## src/rtl/input_p2s_converter.sv

```systemverilog
// Parallel-to-serial stage behind the HBM read path: buffers full-width words in a
// small FIFO and hands them to the butterfly engine as OUT_WIDTH slices or whole words.
module input_p2s_converter #(
    parameter int DATA_WIDTH = 256,
    parameter int OUT_WIDTH  = 64,
    parameter int FIFO_DEPTH = 4
) (
    input  logic                  sys_clk,
    input  logic                  rst_n,
    input  logic                  start,
    input  logic [31:0]           length,
    input  logic                  is_bypass_p2s,
    input  logic                  up_vld,
    input  logic [DATA_WIDTH-1:0] up_dat,
    input  logic                  dn_rdy,
    output logic                  dn_vld,
    output logic [DATA_WIDTH-1:0] dn_dat,
    output logic                  dn_last,
    output logic                  busy,
    output logic                  done,
    output logic                  overflow
);

    localparam int R  = DATA_WIDTH / OUT_WIDTH;
    localparam int SW = (R > 1) ? $clog2(R) : 1;
    localparam int AW = $clog2(FIFO_DEPTH);
    localparam int CW = AW + 1;
    localparam logic [SW-1:0] SLICE_LAST = SW'(R - 1);
    localparam logic [CW-1:0] DEPTH_C    = CW'(FIFO_DEPTH);

    typedef enum logic [1:0] {IDLE, RUN, DONE} state_t;

    state_t                state, state_nxt;
    logic [31:0]           len_r, in_cnt, out_cnt;
    logic                  byp_r;
    logic [SW-1:0]         slice_idx;
    logic [DATA_WIDTH-1:0] mem [FIFO_DEPTH];
    logic [AW-1:0]         wr_ptr, rd_ptr;
    logic [CW-1:0]         count;
    logic [DATA_WIDTH-1:0] head;

    logic empty, full, last_slice, hs, pop, push_req, wr_en, drop;

    assign empty      = (count == '0);
    assign full       = (count == DEPTH_C);
    assign last_slice = byp_r || (slice_idx == SLICE_LAST);
    assign dn_vld     = (state == RUN) && !empty;
    assign hs         = dn_vld && dn_rdy;
    assign pop        = hs && last_slice;
    assign push_req   = (state == RUN) && up_vld && (in_cnt < len_r);
    // A full FIFO still takes a word when the head leaves in the same cycle.
    assign wr_en      = push_req && (!full || pop);
    assign drop       = push_req && full && !pop;
    assign dn_last    = dn_vld && (out_cnt == len_r - 32'd1) && last_slice;
    assign busy       = (state != IDLE);
    assign done       = (state == DONE);
    assign head       = mem[rd_ptr];

    always_comb begin
        dn_dat = '0;
        if (dn_vld) begin
            if (byp_r) begin
                dn_dat = head;
            end else begin
                dn_dat[OUT_WIDTH-1:0] = head[int'(slice_idx)*OUT_WIDTH +: OUT_WIDTH];
            end
        end
    end

    always_comb begin
        state_nxt = state;
        case (state)
            IDLE: if (start) state_nxt = (length == 32'd0) ? DONE : RUN;
            RUN: begin
                if (hs && dn_last) begin
                    state_nxt = DONE;
                end else if (overflow && (in_cnt == len_r) && empty) begin
                    // Dropped words never produce a last beat, so end once everything left has drained.
                    state_nxt = DONE;
                end
            end
            DONE:    state_nxt = IDLE;
            default: state_nxt = IDLE;
        endcase
    end

    always_ff @(posedge sys_clk or negedge rst_n) begin
        if (!rst_n) state <= IDLE;
        else        state <= state_nxt;
    end

    always_ff @(posedge sys_clk or negedge rst_n) begin
        if (!rst_n) begin
            len_r     <= '0;
            byp_r     <= 1'b0;
            in_cnt    <= '0;
            out_cnt   <= '0;
            slice_idx <= '0;
            overflow  <= 1'b0;
            wr_ptr    <= '0;
            rd_ptr    <= '0;
            count     <= '0;
        end else if (state == IDLE && start) begin
            len_r     <= length;
            byp_r     <= is_bypass_p2s;
            in_cnt    <= '0;
            out_cnt   <= '0;
            slice_idx <= '0;
            overflow  <= 1'b0;
            wr_ptr    <= '0;
            rd_ptr    <= '0;
            count     <= '0;
        end else if (state == RUN) begin
            if (push_req) in_cnt <= in_cnt + 32'd1;
            if (drop)     overflow <= 1'b1;
            if (wr_en)    wr_ptr <= wr_ptr + 1'b1;
            if (hs) begin
                if (pop) begin
                    slice_idx <= '0;
                    rd_ptr    <= rd_ptr + 1'b1;
                    out_cnt   <= out_cnt + 32'd1;
                end else begin
                    slice_idx <= slice_idx + 1'b1;
                end
            end
            case ({wr_en, pop})
                2'b10:   count <= count + 1'b1;
                2'b01:   count <= count - 1'b1;
                default: count <= count;
            endcase
        end
    end

    // Word storage carries no reset; occupancy alone decides what is valid.
    always_ff @(posedge sys_clk) begin
        if (wr_en) mem[wr_ptr] <= up_dat;
    end

endmodule
```

## config.mk

```make
export PLATFORM = sky130hd
export DESIGN_NAME = input_p2s_converter
export DESIGN_NICKNAME = d
export VERILOG_FILES = /design/src/rtl/input_p2s_converter.sv
export SDC_FILE = /design/constraint.sdc
export NUM_CORES = 1
export LEC_CHECK = 0
export CORE_MARGIN = 4
export CORE_UTILIZATION = 45
export DETAILED_ROUTE_END_ITERATION = 8
export PLACE_DENSITY_LB_ADDON = 0.05
export SLEW_MARGIN = 15
export SYNTH_ARGS = -nofsm -noshare
export SYNTH_HDL_FRONTEND = slang
export SYNTH_SLANG_ARGS = --single-unit
export TNS_END_PERCENT = 50
```

## constraint.sdc

```tcl
create_clock -name sys_clk -period 10.6 [get_ports sys_clk]
set_clock_uncertainty 0.05 [all_clocks]
set_input_delay 2.12 -clock sys_clk [delete_from_list [all_inputs] [get_ports sys_clk]]
set_output_delay 2.12 -clock sys_clk [all_outputs]
set_load 0.1 [all_outputs]
```

==> reports/qor.txt <==
internal power = 9.770 mW
#FFs+latches synth = 1133
Setup-failing EPs final = 0
Synth cell types = 63
Primary FF master, synth = edfxtp_1
clk_lat worst skew = 0.69 ns
share of layout cells above drive strength 1 = 16.59%
Worst-Margin Slew = 1.219 ns
status = finished, final reports clean
CP arrival = 5.44 ns
sequential share of power = 36.2%
Net Sw Power = 6.121 mW
IO Pins = 555
Post-synth EDFFs = 1024
part of the power in the clock network = 26.3%
Layout area overhead = 23.33%
Post-Syn Area = 0.04740 mm2
CTS tree = yes
total number of yosys warnings = 0
Max Clk Rate = 131.3 MHz
# DRC = 0
Hold Path Class = flop to flop
total number of vias = 27546
asr flop ratio synth = 9.620%
global-route wire length before repair = 194200 um
vias per cell = 5.757
GP Congestion = 0.8327
Gate power share = 37.5%
initial core utilization = 45.53%
hold slack = 0.5130 ns
wire length per cell = 27.53 um
P per Cell Area = 271.9 mW/mm2
H-tree depth = 3
Core ar. = 0.1041 mm2
slew margin rel. = 18.48%
syn_nets = 3078
Lkg Pwr = 19.75 nW
VDD IR-drop max = 0.0002042 V
post_cts resized = 0
drt total wl = 131700 um
final core occ = 56.16%
worst r2r dst = mem[0][200]
largest net degree at the start of global routing = 144
Final Cycle Share = 71.83%
Hold Fails Final Rpt = 0
Worst Path Required = 8.43 ns
CP Max Fanout = 38
die height = 332.5 um
FF-to-FF Start = slice_idx[1]
clk sink count = 1133
Initial DRC Count = 2058
RSZ-0062 raised after global routing = no
sw frac = 38.52%
hpwl dp = 83640 um
GRT Resource Usage Total = 23.55%
critical path endpoint = dn_last
Root Driver = clkbuf_16
Max Buffers Root-to-Sink = 3
Reg clk slew, reported paths = 0.06 ns
Tmin final = 7.614 ns
aggregate negative setup slack = 0 ns
total global routing overflow = 0
fin. max-slew vios = 0
Layout fillers = 8126
Rows = 118
worst hold path depth = 2
dpl cells = 4535
CP endpoint kind = output port
cell count after synthesis = 2743
initial antenna violation count = 50
max capacitance violation total = 0
Setup Buffers After CTS = 0
sequential element share of the synthesized area = 70.63%
ANT nets after route = 0
Synth Area per Inst = 17.28 um2
port buffer count = 554
post-route insts no fill = 4785
Setup CP Type = flop to output port
cts bufs inserted = 118
reg2reg path depth = 9
Hold Buf Count CTS = 0
die width = 332.5 um
crit path launch type = flop
Pre-antenna DRT Iters = 6
fin nets = 3610
CP Launch Point = slice_idx[1]
r2r setup slk = 5.53 ns
die area = 0.1106 mm2
vias in the first global route = 28835
worst max-delay path, stage by stage, from the launching register on:
cell and delay (ns):
dfrtp_4 0.94, buf_4 0.65, ha_1 0.31, nor2_1 0.07, nor3_1 0.35, o2111ai_1 0.19
nor4_1 0.36, nand4_1 0.29, nor3_1 0.32, clkdlybuf4s50_1 1.19
area by class of cell:
| cell class | count | area (um2) | share of cell area [%] |
|---|---|---|---|
| timing repair buffer | 591 | 5951 | 10.18 |
| clock inverter | 72 | 767.0 | 1.312 |
| antenna | 30 | 75.07 | 0.1284 |
| multi-input combinational | 1382 | 13080 | 22.37 |
| inverter | 49 | 188.9 | 0.3232 |
| tap | 1380 | 1727 | 2.954 |
| clock buffer | 148 | 3171 | 5.424 |
| sequential | 1133 | 33500 | 57.30 |
power groups by stage:
stage / clock network, mW / registers, mW / logic, mW
after floorplan: 0 / 5.78 / 4.32
after global placement: 0 / 5.81 / 6.02
after detailed placement: 0 / 5.85 / 6.04
after CTS: 4.27 / 5.76 / 6.06
after global routing: 4.46 / 5.80 / 6.30
final: 4.18 / 5.75 / 5.96
cells in the mapped netlist, drive strengths merged, types with 5 or more instances:
cell type / count / area share [%]
clkbuf: 133 / 1.1
nor3: 14 / 0.17
xor2: 41 / 0.76
a211oi: 8 / 0.14
and2: 11 / 0.15
nor2: 190 / 1.5
buf: 46 / 0.42
a21o: 13 / 0.21
and4: 9 / 0.17
a41oi: 5 / 0.092
xnor2: 37 / 0.68
a21oi: 100 / 1.1
nand3: 30 / 0.32
mux4: 256 / 12
nand4: 31 / 0.42
or3: 8 / 0.11
mux2i: 7 / 0.15
o31ai: 21 / 0.33
ha: 40 / 1.1
mux2: 66 / 1.6
or4: 21 / 0.34
inv: 49 / 0.39
nor4: 26 / 0.40
a22oi: 64 / 1.0
nand2b: 6 / 0.079
nand2: 81 / 0.64
dfrtp: 109 / 5.8
o211ai: 5 / 0.079
edfxtp: 1024 / 65
and3: 207 / 2.7
o21ai: 44 / 0.46
nor2b: 6 / 0.079
worst min path at each step:
stage                           from    endpoint
after floorplan            wr_ptr[0]   wr_ptr[0]
after global placement     wr_ptr[0]   wr_ptr[0]
after detailed placement   wr_ptr[0]   wr_ptr[0]
after CTS                 in_cnt[31]  in_cnt[31]
after global routing      in_cnt[19]  in_cnt[19]
final                     in_cnt[31]  in_cnt[31]
stage by stage:
stage	instance area, um2	worst slack, ns	power [mW]
after floorplan	47400	0.7388	10.10
after global placement	54420	3.675	11.83
after detailed placement	54440	3.771	11.88
after CTS	58380	2.982	16.09
after global routing	58400	2.844	16.56
final	58450	2.986	15.89
routing by layer:
layer / track usage (%) / vias up / wire length (um)
met5: 0 / - / 174
met4: 5.764 / 28 / 2481
met3: 7.220 / 184 / 11160
met2: 39.14 / 874 / 65810
met1: 30.56 / 14327 / 52110
li1: - / 12133 / -
layout by cell type (no fill, tap or decap), drive strengths merged, types with 30 or more instances in the layout:
cell type / instances
edfxtp: 1024
clkdlybuf4s50: 550
mux4: 256
and3: 207
nor2: 190
clkbuf: 148
dfrtp: 109
a21oi: 100
nand2: 81
mux2: 66
a22oi: 64
inv: 52
clkinv: 47
o21ai: 44
xor2: 41
buf: 41
ha: 40
xnor2: 37
nand4: 31
diode: 30
nand3: 30
sequential cells by signal, summed over array words and instances (netlist names):
| signal | count |
|---|---|
| out_cnt | 32 |
| state | 2 |
| overflow | 1 |
| rd_ptr | 2 |
| wr_ptr | 2 |
| count | 3 |
| byp_r | 1 |
| slice_idx | 2 |
| in_cnt | 32 |
| mem | 1024 |
| len_r | 32 |
logic make-up after synthesis:
| group | count (synthesis) | synth area share, % |
|---|---|---|
| flops | 1133 | 70.63 |
| simple gates | 647 | 7.212 |
| mux | 329 | 13.88 |
| compound gates | 287 | 3.873 |
| buf+inv | 228 | 1.861 |
| xor+xnor | 78 | 1.441 |
| fa+ha+maj | 41 | 1.098 |
(Power assumes the default switching activity.)
